File: config.mk
export PLATFORM = sky130hd
export DESIGN_NAME = mem_ctrl
export DESIGN_NICKNAME = d
export VERILOG_FILES = /design/src/rtl/mem_ctrl.sv
export SDC_FILE = /design/constraint.sdc
export NUM_CORES = 1
export LEC_CHECK = 0
export ABC_AREA = 1
export CAP_MARGIN = 30
export CORE_MARGIN = 1
export CORE_UTILIZATION = 35
export DETAILED_ROUTE_END_ITERATION = 6
export PLACE_DENSITY = 0.59
export SKIP_LAST_GASP = 1
export SYNTH_ARGS = -nofsm -noshare
export SYNTH_HDL_FRONTEND = slang
export SYNTH_SLANG_ARGS = --single-unit
export TNS_END_PERCENT = 10
File: constraint.sdc
create_clock -name clk_in -period 2.4 [get_ports clk_in]
set_input_delay 0.48 -clock clk_in [delete_from_list [all_inputs] [get_ports clk_in]]
set_output_delay 0.48 -clock clk_in [all_outputs]
set_load 0.01 [all_outputs]
File: src/rtl/mem_ctrl.sv
// Byte-serial RAM/IO port sequencer shared by instruction fetch and the LSB.
// One transaction at a time; LSB has priority, IF may be flushed by clear.
module mem_ctrl #(
  parameter logic [1:0] IO_ADDR_HI = 2'b11
) (
  input  logic        clk_in,
  input  logic        rst_in,
  input  logic        rdy_in,
  input  logic        clear,
  input  logic        io_buffer_full,
  input  logic [7:0]  mem_din,
  output logic [7:0]  mem_dout,
  output logic [31:0] mem_a,
  output logic        mem_wr,
  input  logic        if_req,
  input  logic [31:0] if_addr,
  output logic        if_done,
  output logic [31:0] if_data,
  input  logic        lsb_req,
  input  logic        lsb_wr,
  input  logic [1:0]  lsb_len,
  input  logic [31:0] lsb_addr,
  input  logic [31:0] lsb_wdata,
  output logic        lsb_done,
  output logic [31:0] lsb_rdata
);

  typedef enum logic [1:0] {
    IDLE,
    RD,
    WR
  } state_t;

  state_t      state_q, state_d;
  logic        owner_q, owner_d;
  logic [2:0]  cnt_q, cnt_d;
  logic [2:0]  n_q, n_d;
  logic [31:0] addr_q, addr_d;
  logic [31:0] wdata_q, wdata_d;
  logic [31:0] buf_q, buf_d;
  logic [31:0] mem_a_q, mem_a_d;
  logic [7:0]  mem_dout_q, mem_dout_d;
  logic        mem_wr_q, mem_wr_d;
  logic        if_done_q, if_done_d;
  logic        lsb_done_q, lsb_done_d;
  logic [31:0] if_data_q, if_data_d;
  logic [31:0] lsb_rdata_q, lsb_rdata_d;

  logic [2:0]  lsb_n;
  logic [1:0]  bidx;
  logic        io_in;
  logic        io_q;

  assign lsb_n = (lsb_len == 2'd0) ? 3'd1 :
                 (lsb_len == 2'd1) ? 3'd2 : 3'd4;
  // byte sampled now was issued two edges ago
  assign bidx  = cnt_q[1:0] - 2'd2;
  assign io_in = (lsb_addr[17:16] == IO_ADDR_HI);
  assign io_q  = (addr_q[17:16] == IO_ADDR_HI);

  assign mem_a     = mem_a_q;
  assign mem_dout  = mem_dout_q;
  assign mem_wr    = mem_wr_q;
  assign if_done   = if_done_q;
  assign if_data   = if_data_q;
  assign lsb_done  = lsb_done_q;
  assign lsb_rdata = lsb_rdata_q;

  // arbitration, byte issue/collect and done generation
  always_comb begin
    state_d     = state_q;
    owner_d     = owner_q;
    cnt_d       = cnt_q;
    n_d         = n_q;
    addr_d      = addr_q;
    wdata_d     = wdata_q;
    buf_d       = buf_q;
    mem_a_d     = mem_a_q;
    mem_dout_d  = mem_dout_q;
    mem_wr_d    = 1'b0;
    if_done_d   = 1'b0;
    lsb_done_d  = 1'b0;
    if_data_d   = if_data_q;
    lsb_rdata_d = lsb_rdata_q;
    unique case (state_q)
      IDLE: begin
        if (!if_done_q && !lsb_done_q) begin
          if (lsb_req) begin
            owner_d = 1'b1;
            addr_d  = lsb_addr;
            wdata_d = lsb_wdata;
            n_d     = lsb_n;
            buf_d   = '0;
            if (lsb_wr) begin
              state_d = WR;
              if (io_in && io_buffer_full) begin
                cnt_d = 3'd0;
              end else begin
                mem_wr_d   = 1'b1;
                mem_a_d    = lsb_addr;
                mem_dout_d = lsb_wdata[7:0];
                cnt_d      = 3'd1;
              end
            end else begin
              state_d = RD;
              mem_a_d = lsb_addr;
              cnt_d   = 3'd1;
            end
          end else if (if_req && !clear) begin
            owner_d = 1'b0;
            addr_d  = if_addr;
            n_d     = 3'd4;
            buf_d   = '0;
            state_d = RD;
            mem_a_d = if_addr;
            cnt_d   = 3'd1;
          end
        end
      end
      RD: begin
        if (clear && !owner_q) begin
          state_d = IDLE;
          cnt_d   = 3'd0;
        end else begin
          if (cnt_q < n_q) begin
            mem_a_d = addr_q + {29'd0, cnt_q};
          end
          if (cnt_q >= 3'd2) begin
            buf_d[{bidx, 3'b000} +: 8] = mem_din;
          end
          if (cnt_q == n_q + 3'd1) begin
            state_d = IDLE;
            cnt_d   = 3'd0;
            if (owner_q) begin
              lsb_done_d  = 1'b1;
              lsb_rdata_d = buf_d;
            end else begin
              if_done_d = 1'b1;
              if_data_d = buf_d;
            end
          end else begin
            cnt_d = cnt_q + 3'd1;
          end
        end
      end
      WR: begin
        if (cnt_q == n_q) begin
          state_d    = IDLE;
          cnt_d      = 3'd0;
          lsb_done_d = 1'b1;
        end else if (!(io_q && io_buffer_full)) begin
          mem_wr_d   = 1'b1;
          mem_a_d    = addr_q + {29'd0, cnt_q};
          mem_dout_d = wdata_q[{cnt_q[1:0], 3'b000} +: 8];
          cnt_d      = cnt_q + 3'd1;
        end
      end
      default: begin
        state_d = IDLE;
      end
    endcase
  end

  // state register; rdy_in low freezes everything
  always_ff @(posedge clk_in or negedge rst_in) begin
    if (!rst_in) begin
      state_q     <= IDLE;
      owner_q     <= 1'b0;
      cnt_q       <= 3'd0;
      n_q         <= 3'd0;
      addr_q      <= '0;
      wdata_q     <= '0;
      buf_q       <= '0;
      mem_a_q     <= '0;
      mem_dout_q  <= '0;
      mem_wr_q    <= 1'b0;
      if_done_q   <= 1'b0;
      lsb_done_q  <= 1'b0;
      if_data_q   <= '0;
      lsb_rdata_q <= '0;
    end else if (rdy_in) begin
      state_q     <= state_d;
      owner_q     <= owner_d;
      cnt_q       <= cnt_d;
      n_q         <= n_d;
      addr_q      <= addr_d;
      wdata_q     <= wdata_d;
      buf_q       <= buf_d;
      mem_a_q     <= mem_a_d;
      mem_dout_q  <= mem_dout_d;
      mem_wr_q    <= mem_wr_d;
      if_done_q   <= if_done_d;
      lsb_done_q  <= lsb_done_d;
      if_data_q   <= if_data_d;
      lsb_rdata_q <= lsb_rdata_d;
    end
  end

endmodule

==> impl_metrics.csv, run 1 <==
group,metric,value,unit
grt,grtUsageMet1,30.7,%
yosys,ys_seq_area_share,49.5,%
floorplan,die_w,177,um
yosys,synthCells,1412,
drt,drt_wl_total,31900,um
worst_setup_path,cp.arrival,2580,ps
sta,fin_skew,20.6,ps
yosys,synthXorXnorAreaFrac,0.327,%
yosys,netlist_area,10700,um2
grt,grt_pass1_wl,51700,um
sta,min_period_over_period,90.7,%
cts,clock_latency,530,ps
yosys,syn_nets,1544,
sta,finalMaxSlewViolations,0,
sta,clock.fmax,459,MHz
grt,grt-ovfl-total,0,
floorplan,coreArea,29900,um2
pwr,max-vdd-ir-drop,551,uV
finish,synthToLayoutAreaGrowth,33.8,%
sta,relSlewSlack,52.6,%
finish,nets,1773,
yosys,synth_enable_flop_cells,0,
grt,grt_use_total,20.8,%
pwr,p_per_area,1090,nW/um2
floorplan,dieArea,31300,um2
yosys,synth.most_common_cell,"nand2_1",
sta,fin_crit,2180,ps
drt,drtPass1Iterations,5,
grt,grtUsageMet3,2.49,%
cts,cts_tree,"yes",
finish,fin_area,14300,um2
floorplan,io_pins,221,
cts,clock-sinks,212,
finish,drive_above_1_share,5.93,%
drt,antenna_left,0,
sta,final.setup.worst_slack,223,ps
worst_setup_path,start_kind,"flop",
yosys,netlist_top_cells_count,"502 x nand2_1, 212 x dfrtp_1, 126 x nor2_1",
yosys,yosys.area_share.simple,28.5,%
worst_setup_path,crit_path_max_fanout,5,
cts,post_cts_buffers,0,
sta,setup_tns,0,ps
pwr,p_leak,6.67,nW
drt,drt_iter0_markers,579,
yosys,synth_compound_area_share,11.2,%
yosys,yosysTopAreaCell,"dfrtp_1",
drt,wl_per_cell,15.6,um
yosys,synth_top_family_by_area,"simple AND/OR/NAND/NOR gates",
cts,clkTransAtPathRegs,60,ps
placement,dp_hpwl,23500,um
grt,grt-busiest-layer,"met2",
cts,cts_root_buf,"clkbuf_16",
yosys,synth.distinct_cells,33,
yosys,ys_ff_latch,212,
sta,hold_viol,0,
floorplan,rows,63,
grt,grt_max_degree,66,
status,status,"complete, no violations",
sta,tightest_slew,710,ps
placement,placed_area,13600,um2
floorplan,fp.dieH,177,um
yosys,synthTopCellsByArea,"dfrtp_1 50%, nand2_1 18%, o21ai_0 5.1%",
worst_hold_path,hold_path.class,"reg -> reg",
drt,via_per_inst,4.81,
yosys,async_reset_ff_share,100,%
sta,rsz0062_at_grt,"false",
finish,n_antenna_cell,0,
cts,htreeDepth,1,
grt,antenna_found_initial,0,
sta,setup_viol,0,
finish,utilization,48.0,%
yosys,synthAdderAreaFrac,2.17,%
worst_setup_path,cp.required,2800,ps
floorplan,initial_utilization,35.9,%
worst_setup_path,critical_path_class,"reg -> reg",
grt,met2_usage,32.2,%
grt,grt_pass1_vias,9564,
cts,numCtsBuffers,24,
yosys,yosysWarnings,0,
drt,drc,0,
worst_setup_path,crit_path_end_kind,"flop",
cts,clock_path_buffers,3,
yosys,synth_area_per_cell,7.59,um2
placement,place_ws,-35.0,ps
yosys,synth_ff_type,"dfrtp_1",
yosys,synth_top_area_share,49.5,%
placement,place.gp.congestion,0.922,
yosys,synth.area.mux_share,1.12,%
placement,port-buffer-count,220,
drt,via_count,9836,
run,maxCapViolCount,0,
==> cells by family after synthesis <==
kind of cell | Yosys count
flops | 212
xor+xnor | 4
simple gates | 760
buf+inv | 182
mux | 12
fa+ha+maj | 18
compound gates | 224
==> cells in the final DEF, fill, tap and decap left out, types with 2 or more instances in the layout <==
master,count
nand3_2,2
a31oi_1,15
o22ai_1,40
clkbuf_1,7
inv_1,112
clkbuf_16,25
mux2i_1,12
clkdlybuf4s50_1,219
inv_2,6
dfrtp_1,211
nor3_1,25
o21ai_1,24
or2_2,3
o211ai_1,2
nand3b_1,2
o21ai_0,110
a21oi_1,31
buf_12,9
nor2_1,126
buf_4,35
clkinvlp_4,2
nand2_1,500
xor2_1,4
nor3_4,2
nand2_2,4
ha_1,17
clkbuf_8,4
nand3_1,91
nand4_1,4
==> worst paths after layout <==
| path | start | end | slack (ps) | depth (start not counted) |
|---|---|---|---|---|
| worst max register to register | cnt_q[0]$_DFFE_PN0P_ | mem_a[26]$_DFFE_PN0P_ | 220 | 10 |
| max in group asynchronous | rst_in | wdata_q[2]$_DFFE_PN0P_ | 1180 | 3 |
| worst max-delay path | cnt_q[0]$_DFFE_PN0P_ | mem_a[26]$_DFFE_PN0P_ | 220 | 10 |
| worst min register to register | wdata_q[18]$_DFFE_PN0P_ | wdata_q[18]$_DFFE_PN0P_ | 480 | 2 |
| worst min-delay path | wdata_q[18]$_DFFE_PN0P_ | wdata_q[18]$_DFFE_PN0P_ | 480 | 2 |
| min in group asynchronous | rst_in | mem_a[19]$_DFFE_PN0P_ | 550 | 2 |
==> state kept, by name, summed over array words and instances, names as in the netlist, 2 cells and up <==
register	count
addr_q	32
buf_q	32
cnt_q	3
if_data	32
lsb_rdata	32
mem_a	32
mem_dout	8
n_q	3
state_q	2
wdata_q	32
==> final cells by class <==
cell class                      count  area [um2]
Clock buffer                       35         693
Sequential cell                   212        5310
Tap cell                          390         488
Timing Repair Buffer              266        2690
Clock inverter                      4        50.0
Multi-Input combinational cell   1018        4670
Inverter                          119         447
Fill cell                        2965       15500
==> timing repair <==
item | 4_1_cts | 5_1_grt
setup endpoints to repair | 0 | 9
hold buffers | 1 | 0
endpoints found under the hold margin | 4 | 0
gates resized for setup | 0 | 1
==> metrics by stage <==
step	hold WS [ps]	std cells	total power [mW]
finish	476	2044	15.6
global placement	462	2003	12.0
detailed placement	464	2004	12.1
global route	493	2044	16.8
floorplan	184	1412	9.26
CTS	474	2044	15.7
==> worst max-delay path, stage by stage, from the launching register on <==
cell	delay, ps
dfrtp_1	410
ha_1	260
fa_1	420
nand3_1	100
nand2_1	140
nand3_1	330
inv_1	110
nand3_1	80
nand3_1	70
nand2_1	90
nand2_1	40
==> power breakdown <==
group,internal (mW),switching [mW]
Clock,2.09,1.44
Combinational,2.75,3.85
Sequential,4.64,0.813
==> metal layers <==
metal	wire length, um	share of wire (%)
met1	16000	50
met2	13900	44
met3	1400	4.4
met4	626	2.0
met5	0	0
No activity file was read; power rests on OpenSTA's default activity.
==> inputs of run 2 (changes only) <==
--- a/config.mk
+++ b/config.mk
@@ -5,12 +5,11 @@
 export SDC_FILE = /design/constraint.sdc
 export NUM_CORES = 1
 export LEC_CHECK = 0
-export ABC_AREA = 1
 export CAP_MARGIN = 30
 export CORE_MARGIN = 1
 export CORE_UTILIZATION = 35
 export DETAILED_ROUTE_END_ITERATION = 6
-export PLACE_DENSITY = 0.59
+export PLACE_DENSITY = 0.6
 export SKIP_LAST_GASP = 1
 export SYNTH_ARGS = -nofsm -noshare
 export SYNTH_HDL_FRONTEND = slang
==> run 2 against run 1 <==
The flow now finishes with violations (negative setup slack). Combinational power grew 27%. Routed wire length shrank 13%. Sequential power grew 12%. Cell area grew 0.35%. Critical path depth shrank 2. Utilization grew 1.9 points. First-iteration DRC count shrank 18%. Synthesized cell count shrank 31%. Critical path type unchanged. Critical endpoint is now mem_a[6]$_DFFE_PN0P_. Largest power group unchanged.
==> impl_metrics.csv, run 2 <==
group,metric,value,unit
cts,numCtsBuffers,24,
cts,clock_latency,520,ps
finish,final_cells,1641,
finish,layout_commonest_cell,"clkdlybuf4s50_1",
placement,place_ws,-166,ps
finish,drive_above_1_share,16.2,%
worst_setup_path,r2r_cells,8,
yosys,synthTopCellsByArea,"dfrtp_1 51%, mux2_2 6.2%, mux2i_1 5.4%",
grt,grt_pass1_wl,45700,um
worst_setup_path,cp.arrival,2820,ps
finish,final_cell_mix,"218 x clkdlybuf4s50_1, 211 x dfrtp_1, 89 x a21oi_1",
cts,cts_tree,"yes",
sta,final.setup.worst_slack,-21.5,ps
drt,drtPass1Iterations,5,
yosys,synth_top_area_share,51.4,%
yosys,yosys.area_share.simple,12.5,%
worst_hold_path,holdPathStages,4,
yosys,synth.most_common_cell,"dfrtp_1",
run,maxCapViolCount,0,
pwr,power,18.3,mW
grt,grt-ovfl-total,0,
sta,min_period_over_period,101,%
grt,grt_max_degree,65,
grt,grt_use_total,18.9,%
pwr,p_leak,6.26,nW
cts,clock-sinks,212,
yosys,async_reset_ff_share,100,%
drt,drc,0,
finish,nets,1368,
yosys,synth_compound_area_share,15.7,%
sta,hold_viol,0,
drt,antenna_left,0,
sta,fin_skew,18.6,ps
floorplan,initial_utilization,35.8,%
yosys,netlist_area,10300,um2
floorplan,fp.dieH,174,um
finish,fin_area,14400,um2
worst_setup_path,cp.required,2800,ps
drt,drt_iter0_markers,474,
drt,wl_per_cell,17.0,um
floorplan,io_pins,221,
sta,finalMaxSlewViolations,0,
yosys,synthCells,976,
floorplan,rows,62,
floorplan,dieArea,30200,um2
worst_setup_path,start_kind,"flop",
status,violations,"negative setup slack",
yosys,synth.area.mux_share,13.4,%
yosys,syn_nets,1108,
placement,dp_hpwl,19900,um
yosys,netlist_top_cells_count,"212 x dfrtp_1, 89 x a21oi_1, 84 x nand2_1, 84 x nor2_1, 57 x mux2_2",
sta,hold-worst-slack,472,ps
status,status,"finished with violations",
yosys,yosysTopAreaCell,"dfrtp_1",
drt,drt_wl_total,27900,um
worst_setup_path,crit_path_max_fanout,6,
cts,clkTransAtPathRegs,60,ps
sta,setup_tns,-214,ps
cts,clock_path_buffers,3,
finish,utilization,49.9,%
yosys,synthAdderAreaFrac,2.26,%
yosys,synth_top_family_by_area,"compound AO/OA/AOI/OAI gates",
cts,htreeDepth,1,
sta,tightest_slew,624,ps
yosys,yosysWarnings,0,
yosys,ys_seq_area_share,51.4,%
finish,synthToLayoutAreaGrowth,39.4,%
worst_setup_path,critical_path_class,"reg -> reg",
sta,fin_crit,2420,ps
drt,via_per_inst,5.14,
floorplan,coreArea,28900,um2
grt,grt_pass1_vias,8365,
worst_setup_path,crit_path_end_kind,"flop",
yosys,ys_ff_latch,212,
pwr,p_per_area,1270,nW/um2
sta,clock.fmax,413,MHz
sta,rsz0062_at_grt,"true",
yosys,synth.distinct_cells,60,
yosys,synth_enable_flop_cells,0,
cts,cts_root_buf,"clkbuf_16",
placement,placed_area,13400,um2
placement,place.gp.congestion,0.843,
yosys,synth_ff_type,"dfrtp_1",
pwr,max-vdd-ir-drop,631,uV
yosys,synthXorXnorAreaFrac,0.994,%
sta,relSlewSlack,58.1,%
grt,antenna_found_initial,5,
drt,via_count,8427,
placement,port-buffer-count,220,
floorplan,die_w,174,um
sta,setup_viol,15,
worst_hold_path,hold_path.class,"in -> reg",
placement,place_inst,1579,
yosys,synth_area_per_cell,10.6,um2
[run 2: changes by cell type in the layout (fill, tap and decap cells not counted), moves of 42 or more]
cell     before  now
nand3_1      91   13
o21ai_0     110   50
inv_1       112   26
mux2i_1      12   56
nand2_1     500   84
nor2_1      126   84
a21oi_1      31   89
mux2_2        0   57
[run 2: layout make-up]
| class | count | area (um2) |
|---|---|---|
| fill | 2671 | 14500 |
| sequential | 212 | 5310 |
| multi-input combinational | 671 | 4670 |
| timing repair buffer | 299 | 2990 |
| clock buffer | 33 | 696 |
| tap | 384 | 480 |
| clock inverter | 11 | 133 |
| inverter | 28 | 105 |
| antenna | 3 | 7.51 |
[run 2: kinds of logic (layout without fill, tap and decap cells)]
| logic type | after synthesis | after routing |
|---|---|---|
| simple gates | 268 | 268 |
| compound gates | 254 | 254 |
| flops | 212 | 212 |
| mux | 121 | 121 |
| buf+inv | 93 | 371 |
| fa+ha+maj | 18 | 18 |
| xor+xnor | 10 | 10 |
| other cells | 0 | 3 |
[run 2: worst max-delay path, stage by stage (launching register included)]
cell and delay (ps):
dfrtp_2 450, ha_4 260, nor2b_1 130, o21ai_0 140, nand3b_1 150, a2111oi_4 390
buf_4 190, bufbuf_16 260, mux2_2 330
[run 2: layer usage]
metal  vias up  track usage (%)  part of all wire [%]
met2       257             30.0                    46
met5         -                0                 0.082
met4         4             5.63                   2.5
li1       4048                -                     -
met1      4068             26.1                    45
met3        50             3.75                   6.5
[run 2: repair_timing]
item                                    in CTS  in global routing
pin swaps                                    3                  0
resized for setup                            4                  2
endpoints found under the setup margin      25                 66
endpoints found under the hold margin       41                  0
hold buffers                                 1                  0
buffers inserted                            11                  0
gates cloned                                 3                  0
[run 2: where the power goes]
group | internal, mW | total, mW | leakage, nW | switching [mW]
Combinational | 4.54 | 8.38 | 3.19 | 3.84
Sequential | 5.08 | 6.12 | 2.66 | 1.04
Clock | 2.35 | 3.82 | 0.411 | 1.47
Total | 12.0 | 18.3 | 6.26 | 6.36
[run 2: worst paths after layout]
kind	slack, ps	to	startpoint
max reg2reg	-20	mem_a[6]$_DFFE_PN0P_	cnt_q[1]$_DFFE_PN0P_
min in group asynchronous	480	mem_dout[1]$_DFFE_PN0P_	rst_in
min reg2reg	480	addr_q[30]$_DFFE_PN0P_	addr_q[30]$_DFFE_PN0P_
max in group asynchronous	1260	mem_a[18]$_DFFE_PN0P_	rst_in
max	-20	mem_a[6]$_DFFE_PN0P_	cnt_q[1]$_DFFE_PN0P_
min	470	state_q[1]$_DFFE_PN0P_	lsb_req
